--- config.mk ---
export PLATFORM = sky130hd
export DESIGN_NAME = sort_dispatch_ctrl
export DESIGN_NICKNAME = d
export VERILOG_FILES = /design/src/rtl/sort_dispatch_ctrl.sv
export SDC_FILE = /design/constraint.sdc
export NUM_CORES = 1
export LEC_CHECK = 0
export ABC_AREA = 1
export CAP_MARGIN = 30
export CORE_MARGIN = 1
export CORE_UTILIZATION = 45
export DETAILED_ROUTE_END_ITERATION = 8
export HOLD_SLACK_MARGIN = 0.15
export PLACE_DENSITY = 0.67
export SLEW_MARGIN = 20
export SYNTH_ARGS = -nofsm -noshare
export SYNTH_HDL_FRONTEND = slang
export SYNTH_SLANG_ARGS = --single-unit
--- constraint.sdc ---
create_clock -name clk -period 1.9 [get_ports clk]
set_input_delay 0.57 -clock clk [delete_from_list [all_inputs] [get_ports clk]]
set_output_delay 0.57 -clock clk [all_outputs]
set_load 0.02 [all_outputs]
--- src/rtl/sort_dispatch_ctrl.sv ---
// sort_dispatch_ctrl: edge-detects the item sensors into a FIFO of sort jobs and
// runs exactly one sorting motor at a time for RUN_CYCLES, followed by a GAP_CYCLES dwell.
module sort_dispatch_ctrl #(
  parameter int RUN_CYCLES = 8,
  parameter int GAP_CYCLES = 2,
  parameter int DEPTH      = 4
) (
  input  logic                   clk,
  input  logic                   reset,
  input  logic                   start,
  input  logic                   detect_bowl,
  input  logic                   detect_chopstick,
  input  logic                   detect_plate,
  output logic                   motor_1,
  output logic                   motor_2,
  output logic                   motor_3,
  output logic                   busy,
  output logic                   queue_full,
  output logic [$clog2(DEPTH):0] item_count,
  output logic                   overflow,
  output logic                   conflict
);
  localparam int PW = $clog2(DEPTH);
  localparam int CW = PW + 1;
  localparam int TW = $clog2(RUN_CYCLES + GAP_CYCLES + 1) + 1;
  localparam logic [CW-1:0] FULL_CNT = CW'(DEPTH);
  localparam logic [TW-1:0] RUN_LOAD = TW'(RUN_CYCLES - 1);
  localparam logic [TW-1:0] GAP_LOAD = (GAP_CYCLES > 0) ? TW'(GAP_CYCLES - 1) : {TW{1'b0}};

  typedef enum logic [1:0] {IDLE = 2'd0, RUN = 2'd1, GAP = 2'd2} state_t;

  state_t          state_q, state_d;
  logic [TW-1:0]   timer_q, timer_d;
  logic [2:0]      motor_q, motor_d;
  logic            busy_q, busy_d;
  logic [2:0]      sense_q, sense_d;
  logic [1:0]      mem_q [DEPTH];
  logic [1:0]      mem_d [DEPTH];
  logic [PW-1:0]   wr_ptr_q, wr_ptr_d, rd_ptr_q, rd_ptr_d;
  logic [CW-1:0]   count_q, count_d;
  logic            full_q, full_d;
  logic            overflow_q, overflow_d;
  logic            conflict_q, conflict_d;

  logic [2:0]      rise;
  logic            multi_rise, single_rise, push, pop;
  logic [1:0]      new_code;

  // Job code 1/2/3 selects motor_1/motor_2/motor_3; anything else selects none.
  function automatic logic [2:0] decode_job(input logic [1:0] code);
    logic [2:0] onehot;
    case (code)
      2'd1:    onehot = 3'b001;
      2'd2:    onehot = 3'b010;
      2'd3:    onehot = 3'b100;
      default: onehot = 3'b000;
    endcase
    return onehot;
  endfunction

  // Dispatch sequencer: IDLE pops the head job, RUN holds one motor, GAP dwells with motors off.
  always_comb begin
    state_d = state_q;
    timer_d = timer_q;
    motor_d = motor_q;
    busy_d  = busy_q;
    pop     = 1'b0;
    case (state_q)
      IDLE: begin
        if (start && (count_q != {CW{1'b0}})) begin
          pop     = 1'b1;
          state_d = RUN;
          timer_d = RUN_LOAD;
          motor_d = decode_job(mem_q[rd_ptr_q]);
          busy_d  = 1'b1;
        end else begin
          motor_d = 3'b000;
          busy_d  = 1'b0;
        end
      end
      RUN: begin
        if (timer_q == {TW{1'b0}}) begin
          motor_d = 3'b000;
          if (GAP_CYCLES > 0) begin
            state_d = GAP;
            timer_d = GAP_LOAD;
          end else begin
            state_d = IDLE;
            busy_d  = 1'b0;
          end
        end else begin
          timer_d = timer_q - TW'(1);
        end
      end
      GAP: begin
        motor_d = 3'b000;
        if (timer_q == {TW{1'b0}}) begin
          state_d = IDLE;
          busy_d  = 1'b0;
        end else begin
          timer_d = timer_q - TW'(1);
        end
      end
      default: begin
        state_d = IDLE;
        motor_d = 3'b000;
        busy_d  = 1'b0;
      end
    endcase
  end

  // Sensor edge detection and job FIFO; simultaneous edges are all discarded.
  always_comb begin
    sense_d     = {detect_plate, detect_chopstick, detect_bowl};
    rise        = sense_d & ~sense_q;
    multi_rise  = (rise[0] & rise[1]) | (rise[0] & rise[2]) | (rise[1] & rise[2]);
    single_rise = (rise != 3'b000) && !multi_rise;
    if (rise[0]) begin
      new_code = 2'd1;
    end else if (rise[1]) begin
      new_code = 2'd2;
    end else begin
      new_code = 2'd3;
    end
    // When full, a same-cycle pop frees the slot the push overwrites.
    push       = single_rise && ((count_q != FULL_CNT) || pop);
    overflow_d = overflow_q | (single_rise & (count_q == FULL_CNT) & ~pop);
    conflict_d = conflict_q | multi_rise;
    mem_d      = mem_q;
    if (push) begin
      mem_d[wr_ptr_q] = new_code;
      wr_ptr_d        = wr_ptr_q + PW'(1);
    end else begin
      wr_ptr_d = wr_ptr_q;
    end
    if (pop) begin
      rd_ptr_d = rd_ptr_q + PW'(1);
    end else begin
      rd_ptr_d = rd_ptr_q;
    end
    case ({push, pop})
      2'b10:   count_d = count_q + CW'(1);
      2'b01:   count_d = count_q - CW'(1);
      default: count_d = count_q;
    endcase
    full_d = (count_d == FULL_CNT);
  end

  // State, FIFO and registered outputs.
  always_ff @(posedge clk or posedge reset) begin
    if (reset) begin
      state_q    <= IDLE;
      timer_q    <= {TW{1'b0}};
      motor_q    <= 3'b000;
      busy_q     <= 1'b0;
      sense_q    <= 3'b000;
      wr_ptr_q   <= {PW{1'b0}};
      rd_ptr_q   <= {PW{1'b0}};
      count_q    <= {CW{1'b0}};
      full_q     <= 1'b0;
      overflow_q <= 1'b0;
      conflict_q <= 1'b0;
      for (int i = 0; i < DEPTH; i++) begin
        mem_q[i] <= 2'b00;
      end
    end else begin
      state_q    <= state_d;
      timer_q    <= timer_d;
      motor_q    <= motor_d;
      busy_q     <= busy_d;
      sense_q    <= sense_d;
      wr_ptr_q   <= wr_ptr_d;
      rd_ptr_q   <= rd_ptr_d;
      count_q    <= count_d;
      full_q     <= full_d;
      overflow_q <= overflow_d;
      conflict_q <= conflict_d;
      for (int i = 0; i < DEPTH; i++) begin
        mem_q[i] <= mem_d[i];
      end
    end
  end

  assign motor_1    = motor_q[0];
  assign motor_2    = motor_q[1];
  assign motor_3    = motor_q[2];
  assign busy       = busy_q;
  assign queue_full = full_q;
  assign item_count = count_q;
  assign overflow   = overflow_q;
  assign conflict   = conflict_q;
endmodule

==> flow_metrics.py <==
metrics = {
    "timing": {
        "fin_skew_ps": 2.513,
        "finalHoldViolCount": 0,
        "maxSlewHeadroom_pct": 73.48,
        "fmax_mhz": 543.7,
        "min_period_ps": 1839,
        "tightest_slew_ps": 393.7,
        "slew_violations": 0,
        "setup_violations": 0,
        "rsz0062_at_grt": "no",
        "period_share_pct": 96.79,
        "timing.hold.ws_ps": 449.1,
    },
    "run_status": {
        "outcome": "complete, no violations",
    },
    "drt": {
        "vias_per_cell": 4.671,
        "num_vias": 1350,
        "drcViolationCount": 0,
        "routed_wl_um": 3062,
        "drtIter0Drc": 77,
        "drtAntennaViolNets": 0,
        "wire_per_inst_um": 10.60,
        "drtPass1Iterations": 4,
    },
    "grt": {
        "grt_pass1_vias": 1366,
        "overflow": 0,
        "grt_max_degree": 33,
        "antenna_found_initial": 0,
        "grt_pass1_wl_um": 5796,
        "grt.total_usage_pct": 17.76,
    },
    "critical_path": {
        "arrival_ps": 1270,
        "cp_data_required_time_ps": 1330,
        "r2r_start": "item_count[1]",
        "critPathLaunchType": "flip-flop",
        "critical_path.top_delay_family": "buffers and inverters",
        "cpPeakStageDelay_ps": 610,
        "cp_cell_sequence": "clkdlybuf4s50_1",
        "rr_worst_depth": 12,
        "cpMaxStageDelayCell": "clkdlybuf4s50_1",
        "endpoint_kind": "primary output",
        "crit_type": "flip-flop to primary output",
        "r2r-end": "queue_full",
        "path_max_fanout": 3,
        "critPathLaunch": "item_count[2]",
        "cp_num_buf_inv": 1,
        "r2r_slack_ps": 160,
    },
    "logic_synthesis": {
        "synth-seq-area-share_pct": 44.29,
        "avgSynthCellArea_um2": 8.863,
        "yosysWarningCount": 0,
        "yosysTopAreaCellShare_pct": 44.29,
        "synthTopCellsByArea": "dfrtp_1, nand2_1, ha_1",
        "synth_nets": 220,
        "synth-seq-cells": 32,
        "postSynthCellCount": 204,
        "netlist_area_um2": 1808,
        "yosys.area.top_type": "dfrtp_1",
        "ys_types": 33,
    },
    "floorplanning": {
        "rows": 22,
        "dieHeight_um": 65.39,
        "start_util_pct": 48.30,
        "die_w_um": 65.39,
        "core_um2": 3744,
        "io_pins": 16,
        "die_area_um2": 4275,
    },
    "min_path": {
        "min_from": "detect_chopstick",
        "min_to": "sense_q[1]",
        "whs_path_depth": 1,
        "hold_class": "primary input to flip-flop",
    },
    "final_layout": {
        "layout-drive-gt1-share_pct": 28.22,
        "nets": 256,
        "syn_to_final_growth_pct": 22.49,
        "fin_area_um2": 2215,
        "n_antenna_cell": 0,
    },
    "power_and_ir_drop": {
        "vdd_drop_max_v": 0.0009703,
        "p_per_area_nw_per_um2": 1675,
        "total_power_w": 0.003710,
        "total_leakage_power_nw": 1.116,
    },
    "placed_design": {
        "placed_area_um2": 2088,
        "gp_congestion": 0.7721,
        "io_buffer_count": 15,
        "dp_hpwl_um": 2206,
    },
    "clock_network": {
        "insertion_delay_ps": 280,
        "cts_made_buffers": 5,
        "clkTransAtPathRegs_ps": 70,
        "tritoncts": "yes",
        "htree_levels": 2,
        "cts.sinks": 32,
        "clockBufferDepth": 2,
        "cts_root_buffer": "clkbuf_8",
    },
    "run": {
        "cap_violations": 0,
    },
}
==> placed cells by master (no fill, tap or decap), types with 3 or more instances in the layout <==
master and instances:
inv_2 10, nor2_2 3, o21ai_0 11, nand2_1 42, ha_1 8, nand3_1 9
clkbuf_8 6, inv_1 25, nand3_2 4, nand4_1 3, dfrtp_1 32, xor2_1 3
nand2_2 9, nor2_1 12, clkdlybuf4s50_1 9, o21ai_2 7, dlygate4sd2_1 3, buf_4 15
a21oi_1 4
==> kinds of logic after synthesis <==
group | synth area share [%]
AOI/OAI and AO/OA | 12.66
xor gates and xnor gates | 2.838
adders and majority gates | 7.336
buffers and inverters | 8.374
DFF | 44.29
and+or+nand+nor | 24.50
==> what timing repair did <==
action | 4_1_cts | 5_1_grt
gates resized for setup | 6 | 13
endpoints found under the setup margin | 5 | 3
setup buffers | 1 | 2
hold buffers | 0 | 0
pin swaps | 3 | 6
hold endpoints to repair | 0 | 0
==> cell usage after synthesis (all sizes together) <==
master	number
xor2	4
buf	1
dfrtp	32
xnor2	1
nand3	14
o21bai	2
nand2	53
or2	1
fa	1
nor3	1
a22oi	1
inv	35
o211ai	1
a21oi	5
nand4	3
o22ai	1
o21ai	20
nor2	16
ha	9
a21boi	1
a32o	1
o2111ai	1
==> flip-flops by register name, summed over array words and instances (netlist names) <==
signal	cells
conflict	1
sense_q	3
queue_full	1
rd_ptr_q	2
busy	1
timer_q	5
mem_q	8
wr_ptr_q	2
overflow	1
motor_q	3
item_count	3
state_q	2
==> final cells by class <==
class | count | area (um^2)
Tap cell | 48 | 60.06
Timing Repair Buffer | 30 | 249.0
Multi-Input combinational cell | 136 | 880.8
Clock inverter | 2 | 10.01
Fill cell | 359 | 1529
Sequential cell | 32 | 800.8
Inverter | 35 | 131.4
Clock buffer | 6 | 82.58
==> power by group <==
| group | internal (W) | switching, W |
|---|---|---|
| Clock | 0.000288 | 0.000242 |
| Sequential | 0.000979 | 0.000207 |
| Combinational | 0.000853 | 0.00114 |
| Total | 0.00212 | 0.00159 |
==> per-stage QoR <==
step,setup slack (ps),instances,setup TNS (ps),utilization [%]
after floorplan,116.0,204,0,-
after global placement,-479.8,278,-3383,55.78
after detailed placement,-498.7,278,-3595,55.78
after CTS,43.02,287,0,58.26
after global routing,11.17,289,0,59.16
final,60.91,289,0,59.16
==> per-layer routing <==
metal | wire (um) | up-vias | global-route usage [%]
met5 | 0 | - | 0
met4 | 42 | 0 | 7.337
met3 | 103 | 5 | 4.167
met2 | 1460 | 21 | 28.99
met1 | 1456 | 611 | 22.47
li1 | - | 713 | -
==> how the worst max path moves through the flow <==
stage,to,slack [ps],cells past startpoint
after CTS,queue_full,40,13
final,item_count[2],60,1
after global routing,item_count[2],10,1
after detailed placement,queue_full,-500,12
after global placement,queue_full,-480,12
after floorplan,queue_full,120,12
(Power assumes the default switching activity.)
